--- config.mk ---
export PLATFORM = sky130hd
export DESIGN_NAME = muldiv_hilo_ctrl
export DESIGN_NICKNAME = d
export VERILOG_FILES = /design/src/rtl/muldiv_pkg.sv /design/src/rtl/muldiv_iter_dp.sv /design/src/rtl/muldiv_hilo_ctrl.sv
export SDC_FILE = /design/constraint.sdc
export NUM_CORES = 1
export LEC_CHECK = 0
export CELL_PAD_IN_SITES_DETAIL_PLACEMENT = 2
export CELL_PAD_IN_SITES_GLOBAL_PLACEMENT = 2
export CORE_ASPECT_RATIO = 0.8
export CORE_UTILIZATION = 35
export CTS_CLUSTER_DIAMETER = 150
export CTS_CLUSTER_SIZE = 20
export DETAILED_ROUTE_END_ITERATION = 7
export GPL_ROUTABILITY_DRIVEN = 0
export HOLD_SLACK_MARGIN = 0.06
export PLACE_DENSITY_LB_ADDON = 0.1
export SYNTH_ARGS = -nofsm -noshare
export SYNTH_HDL_FRONTEND = slang
export SYNTH_HIERARCHICAL = 1
export SYNTH_SLANG_ARGS = --single-unit
--- constraint.sdc ---
create_clock -name clk -period 8.5 [get_ports clk]
set_clock_uncertainty 0.15 [all_clocks]
set_input_delay 2.55 -clock clk [delete_from_list [all_inputs] [get_ports clk]]
set_output_delay 2.55 -clock clk [all_outputs]
set_load 0.05 [all_outputs]
--- src/rtl/muldiv_pkg.sv ---
// Shared definitions for the multi-cycle multiply/divide HI/LO controller:
// op encoding, FSM state enum and iteration count.
package muldiv_pkg;

  localparam int unsigned MULDIV_ITERS = 32;

  localparam logic [1:0] OP_MULTU = 2'b00;
  localparam logic [1:0] OP_DIVU  = 2'b01;
  localparam logic [1:0] OP_MULT  = 2'b10;
  localparam logic [1:0] OP_DIV   = 2'b11;

  // op[0] selects divide, op[1] selects signed (only with MULDIV_SIGNED_EN)
  localparam int unsigned OP_DIV_BIT  = 0;
  localparam int unsigned OP_SIGN_BIT = 1;

  typedef enum logic [1:0] {
    IDLE = 2'd0,
    MUL  = 2'd1,
    DIV  = 2'd2,
    DONE = 2'd3
  } state_e;

  typedef enum logic {
    MODE_MUL = 1'b0,
    MODE_DIV = 1'b1
  } dp_mode_e;

endpackage

--- src/rtl/muldiv_iter_dp.sv ---
// Iterative datapath: shift-add multiplier / restoring divider, one bit per step.
// Exposes the next-state accumulator so the controller can capture the final step.
module muldiv_iter_dp
  import muldiv_pkg::*;
#(
  parameter int unsigned DATA_W = MULDIV_ITERS
) (
  input  logic              clk,
  input  logic              rst,
  input  logic              load_i,
  input  logic              step_i,
  input  dp_mode_e          mode_i,
  input  logic [DATA_W-1:0] lo_init_i,
  input  logic [DATA_W-1:0] opnd_i,
  output logic [DATA_W-1:0] nxt_hi_c,
  output logic [DATA_W-1:0] nxt_lo_c
);

  logic [DATA_W-1:0] hi_q, hi_d;
  logic [DATA_W-1:0] lo_q, lo_d;
  logic [DATA_W-1:0] opnd_q, opnd_d;
  logic [DATA_W:0]   mul_sum;
  logic [DATA_W:0]   div_shift;
  logic [DATA_W-1:0] div_diff;
  logic              div_ge;

  always_comb begin
    mul_sum   = {1'b0, hi_q} + (lo_q[0] ? {1'b0, opnd_q} : '0);
    div_shift = {hi_q, lo_q[DATA_W-1]};
    div_ge    = (div_shift >= {1'b0, opnd_q});
    // remainder < divisor, so a successful trial difference always fits DATA_W bits
    div_diff  = div_shift[DATA_W-1:0] - opnd_q;

    hi_d   = hi_q;
    lo_d   = lo_q;
    opnd_d = opnd_q;
    if (load_i) begin
      hi_d   = '0;
      lo_d   = lo_init_i;
      opnd_d = opnd_i;
    end else if (step_i) begin
      if (mode_i == MODE_MUL) begin
        hi_d = mul_sum[DATA_W:1];
        lo_d = {mul_sum[0], lo_q[DATA_W-1:1]};
      end else begin
        hi_d = div_ge ? div_diff : div_shift[DATA_W-1:0];
        lo_d = {lo_q[DATA_W-2:0], div_ge};
      end
    end
  end

  assign nxt_hi_c = hi_d;
  assign nxt_lo_c = lo_d;

  always_ff @(posedge clk) begin
    if (rst) begin
      hi_q   <= '0;
      lo_q   <= '0;
      opnd_q <= '0;
    end else begin
      hi_q   <= hi_d;
      lo_q   <= lo_d;
      opnd_q <= opnd_d;
    end
  end

endmodule

--- src/rtl/muldiv_hilo_ctrl.sv ---
// Multi-cycle MUL/DIV controller owning the HI/LO write path and ID-stage stall.
// Define MULDIV_SIGNED_EN to enable signed MULT/DIV selected by op[1].
module muldiv_hilo_ctrl
  import muldiv_pkg::*;
#(
  parameter int unsigned DATA_W = MULDIV_ITERS
) (
  input  logic              clk,
  input  logic              rst,
  input  logic              start,
  input  logic [1:0]        op,
  input  logic [DATA_W-1:0] src_a,
  input  logic [DATA_W-1:0] src_b,
  input  logic              flush,
  input  logic              hi_used_id,
  input  logic              lo_used_id,
  output logic              busy,
  output logic              stall_id,
  output logic              hiwrite,
  output logic              lowrite,
  output logic [DATA_W-1:0] hi_out,
  output logic [DATA_W-1:0] lo_out
);

  localparam int unsigned CNT_W = $clog2(DATA_W) + 1;
  localparam logic [CNT_W-1:0] LAST_ITER = CNT_W'(DATA_W - 1);
  localparam logic [CNT_W-1:0] CNT_MAX   = CNT_W'(DATA_W);

  state_e            state_q, state_d;
  logic [CNT_W-1:0]  cnt_q, cnt_d;
  logic              busy_q;
  logic              wr_q;
  logic [DATA_W-1:0] hi_out_q, hi_out_d;
  logic [DATA_W-1:0] lo_out_q, lo_out_d;

  logic              dp_load;
  logic              dp_step;
  dp_mode_e          dp_mode;
  logic [DATA_W-1:0] a_mag, b_mag;
  logic [DATA_W-1:0] dp_lo_init, dp_opnd;
  logic [DATA_W-1:0] nxt_hi, nxt_lo;
  logic [DATA_W-1:0] res_hi, res_lo;

`ifdef MULDIV_SIGNED_EN
  logic a_neg, b_neg;
  logic neg_res_q, neg_res_d;
  logic neg_rem_q, neg_rem_d;

  // Magnitudes at latch time; result signs remembered for the DONE fix-up
  always_comb begin
    a_neg     = op[OP_SIGN_BIT] & src_a[DATA_W-1];
    b_neg     = op[OP_SIGN_BIT] & src_b[DATA_W-1];
    a_mag     = a_neg ? -src_a : src_a;
    b_mag     = b_neg ? -src_b : src_b;
    neg_res_d = neg_res_q;
    neg_rem_d = neg_rem_q;
    if (state_q == IDLE && start && !flush) begin
      neg_res_d = a_neg ^ b_neg;
      neg_rem_d = a_neg;
    end
  end

  always_comb begin
    res_hi = nxt_hi;
    res_lo = nxt_lo;
    if (state_q == MUL && neg_res_q) begin
      {res_hi, res_lo} = -{nxt_hi, nxt_lo};
    end else if (state_q == DIV) begin
      if (neg_res_q) res_lo = -nxt_lo;
      if (neg_rem_q) res_hi = -nxt_hi;
    end
  end
`else
  logic unused_op_sign;
  assign unused_op_sign = op[OP_SIGN_BIT];

  always_comb begin
    a_mag  = src_a;
    b_mag  = src_b;
    res_hi = nxt_hi;
    res_lo = nxt_lo;
  end
`endif

  // Multiply keeps the multiplier in the low half; divide keeps the dividend there
  always_comb begin
    dp_lo_init = op[OP_DIV_BIT] ? a_mag : b_mag;
    dp_opnd    = op[OP_DIV_BIT] ? b_mag : a_mag;
    dp_mode    = (state_q == DIV) ? MODE_DIV : MODE_MUL;
  end

  muldiv_iter_dp #(
    .DATA_W(DATA_W)
  ) u_dp (
    .clk      (clk),
    .rst      (rst),
    .load_i   (dp_load),
    .step_i   (dp_step),
    .mode_i   (dp_mode),
    .lo_init_i(dp_lo_init),
    .opnd_i   (dp_opnd),
    .nxt_hi_c (nxt_hi),
    .nxt_lo_c (nxt_lo)
  );

  // Next-state and control
  always_comb begin
    state_d  = state_q;
    cnt_d    = cnt_q;
    dp_load  = 1'b0;
    dp_step  = 1'b0;
    hi_out_d = hi_out_q;
    lo_out_d = lo_out_q;
    case (state_q)
      IDLE: begin
        if (start && !flush) begin
          cnt_d   = '0;
          dp_load = 1'b1;
          if (!op[OP_DIV_BIT]) begin
            state_d = MUL;
          end else if (src_b == '0) begin
            state_d  = DONE;
            hi_out_d = src_a;
            lo_out_d = '1;
          end else begin
            state_d = DIV;
          end
        end
      end
      MUL, DIV: begin
        if (flush) begin
          state_d = IDLE;
        end else begin
          dp_step = 1'b1;
          if (cnt_q != CNT_MAX) cnt_d = cnt_q + CNT_W'(1);
          if (cnt_q == LAST_ITER) begin
            state_d  = DONE;
            hi_out_d = res_hi;
            lo_out_d = res_lo;
          end
        end
      end
      DONE: state_d = IDLE;
      default: state_d = IDLE;
    endcase
  end

  always_ff @(posedge clk) begin
    if (rst) begin
      state_q  <= IDLE;
      cnt_q    <= '0;
      busy_q   <= 1'b0;
      wr_q     <= 1'b0;
      hi_out_q <= '0;
      lo_out_q <= '0;
`ifdef MULDIV_SIGNED_EN
      neg_res_q <= 1'b0;
      neg_rem_q <= 1'b0;
`endif
    end else begin
      state_q  <= state_d;
      cnt_q    <= cnt_d;
      busy_q   <= (state_d != IDLE);
      wr_q     <= (state_d == DONE);
      hi_out_q <= hi_out_d;
      lo_out_q <= lo_out_d;
`ifdef MULDIV_SIGNED_EN
      neg_res_q <= neg_res_d;
      neg_rem_q <= neg_rem_d;
`endif
    end
  end

  assign busy     = busy_q;
  assign stall_id = (hi_used_id | lo_used_id) & busy_q;
  assign hiwrite  = wr_q;
  assign lowrite  = wr_q;
  assign hi_out   = hi_out_q;
  assign lo_out   = lo_out_q;

endmodule

==> flow_metrics.tcl <==
set metrics [dict create \
    numCtsBuffers 17 \
    whs_ns 0.325 \
    tritoncts "yes" \
    finalSetupViolations 0 \
    post_cts_buffers 0 \
    fin_nets 1827 \
    dr_total_vias 12800 \
    synth_warnings 6 \
    synth_edf_count 0 \
    clock.fmax_mhz 151 \
    r2r-end "hi_out[17]" \
    synth.distinct_cells 88 \
    cts.hold.buffers_added 0 \
    criticalPathCategory "input pin to primary output" \
    crit_path_end_kind "primary output" \
    worstPathRequired_ns 5.80 \
    clkPwrFrac 0.286 \
    dieArea_mm2 0.0379 \
    drc 0 \
    synth_compound_gate_area_share 0.243 \
    p_per_area_mw_per_mm2 179 \
    drive_above_1_share 0.101 \
    ys_seq_elements 170 \
    die_h_um 174 \
    r2r_cells 14 \
    grt_pass1_wl_um 81600 \
    power_frac_seq 0.326 \
    synth_area_mm2 0.0130 \
    antenna_found_initial 0 \
    synth_top_family_by_area "compound AO/OA/AOI/OAI gates" \
    hp-class "flip-flop to flip-flop" \
    dpl.hpwl_um 39700 \
    cts-htree-levels 4 \
    p_int_uw 1630 \
    wl_per_cell_um 24.5 \
    synthCells 1613 \
    rows 62 \
    async_reset_ff_frac 0 \
    reg2reg_slack_ns 3.19 \
    worst_pin_slew_ns 0.955 \
    period_minus_slack_ns 6.61 \
    seq_area_frac_synth 0.262 \
    crit_fanout 1 \
    ant_nets 0 \
    layout_common_cells "dfxtp_1, clkdlybuf4s50_1, o21ai_0" \
    synth_fp_nets 1756 \
    viasPerCell 5.86 \
    start_util 0.359 \
    gr-total-overflow 0 \
    switching_share 0.405 \
    worstPathArrival_ns 3.91 \
    cts_resized 0 \
    power.leakage_uw 0.00587 \
    p_comb_frac 0.387 \
    synthFlopType "dfxtp_1" \
    hold_path_depth 2 \
    ioPinCount 140 \
    min_period_over_period 0.778 \
    critPathLaunch "lo_used_id" \
    first_pass_iters 5 \
    grt_max_degree 111 \
    yosys.area_share.simple 0.224 \
    slew_headroom 0.364 \
    clockBufferDepth 2 \
    cts_root_buf "clkbuf_16" \
    drt-total-wl_um 53300 \
    hold_violations 0 \
    rsz0062_at_grt "false" \
    core_area_mm2 0.0362 \
    cts_sinks 170 \
    grt_usage 0.281 \
    finalCoreUtilization 0.421 \
    antenna_cells 0 \
    finalMaxSlewViolations 0 \
    synth.area.mux_share 0.114 \
    port_buffers 138 \
    status "completed" \
    clkTransAtPathRegs_ns 0.07 \
    tns_ns 0 \
    die_w_um 217 \
    dr.first_iter.drc_count 653 \
    fin_area_mm2 0.0153 \
    critPathLaunchType "input pin" \
    synthXorXnorAreaFrac 0.0351 \
    areaGrowthSynthToFinish_pct 17.5 \
    grt_pass1_vias 13400 \
    reg2reg_from "u_dp/opnd_q[6]" \
    irDropWorstVdd_uv 121 \
    syn_avg_cell_area_um2 8.05 \
    worstHoldStart "lo_out[11]" \
    whs_endpoint "lo_out[11]" \
    clock_latency_ns 0.45 \
    power.switching_uw 1110 \
    cap_violations 0 \
    final_common_cell "dfxtp_1" \
    yosys.area_share.adder 0.0695 \
    dpl_cell_area_mm2 0.0147 \
]
## synth_stat cells, types with 14 or more instances
library cell,number,share of area
dfxtp_1,170,0.26
inv_1,56,0.016
nor3_1,47,0.018
a21o_1,25,0.014
ha_1,69,0.066
a21oi_1,81,0.031
mux2_2,65,0.056
nand2_1,127,0.037
and2_1,37,0.018
a2bb2oi_1,31,0.021
nand3_1,18,0.0069
xnor2_1,27,0.018
a31oi_1,14,0.0067
mux2i_1,69,0.053
a22oi_2,29,0.028
xor2_1,25,0.017
nand4_1,17,0.0082
or3_1,40,0.019
o21ai_0,135,0.052
nor2_1,126,0.036
clkbuf_1,66,0.019
buf_1,22,0.0064
nand2b_1,71,0.034
a211oi_1,19,0.011
nor2b_1,40,0.019
## per-layer routing
layer  share of wire  vias up  routed length [µm]  global-route usage
li1                -     5994                   -                   -
met1            0.47     6469               25300               0.376
met2            0.47      246               25100               0.471
met3           0.032       57                1710              0.0320
met4           0.023        0                1240              0.0842
met5               0        -                   0                   0
## worst max-delay path by stage
stage / slack (ns) / end
2_1_floorplan: 2.84 / stall_id
3_3_place_gp: 1.89 / stall_id
3_5_place_dp: 1.88 / stall_id
4_1_cts: 1.89 / stall_id
5_1_grt: 1.86 / stall_id
6_report: 1.89 / stall_id
## cells by family (layout without fill, tap and decap cells)
logic type | count (synthesis) | in the layout
multiplexers | 139 | 139
XOR/XNOR | 52 | 52
flip-flops | 170 | 170
adder cells (fa/ha/maj) | 71 | 71
buffers and inverters | 164 | 248
AO/OA/AOI/OAI | 449 | 449
AND/OR/NAND/NOR | 568 | 568
## stage by stage
stage	worst slack (ns)	cells	power [µW]
after floorplan	2.84	1613	1610
after global placement	1.89	2145	1930
after detailed placement	1.88	2145	1960
after CTS	1.89	2177	2760
after global routing	1.86	2177	2880
final	1.89	2177	2740
## critical path, cell delays in order
cell	delay, ns
clkdlybuf4s50_1	0.45
o21a_1	0.12
clkdlybuf4s50_1	0.79
## power by group through the flow
stage / Sequential (µW) / Clock, µW / Combinational (µW)
2_1_floorplan: 928 / 0 / 678
3_3_place_gp: 910 / 0 / 1020
3_5_place_dp: 911 / 0 / 1050
4_1_cts: 893 / 806 / 1060
5_1_grt: 898 / 838 / 1140
6_report: 893 / 784 / 1060
## sequential cells by signal (all words and copies together) (netlist names)
name and cells:
hi_out 32, lo_out 32, u_dp/hi_q 32, u_dp/lo_q 32
u_dp/opnd_q 32, cnt_q 6, state_q 2, busy 1
hiwrite 1
## cell type report
cell class / count / area, µm²
clock buffer: 17 / 425
clock inverter: 15 / 141
fill: 4146 / 21000
inverter: 61 / 229
multi-input combinational: 1279 / 8930
sequential: 170 / 3400
tap: 480 / 601
timing repair buffer: 155 / 1530
(Power assumes the default switching activity.)
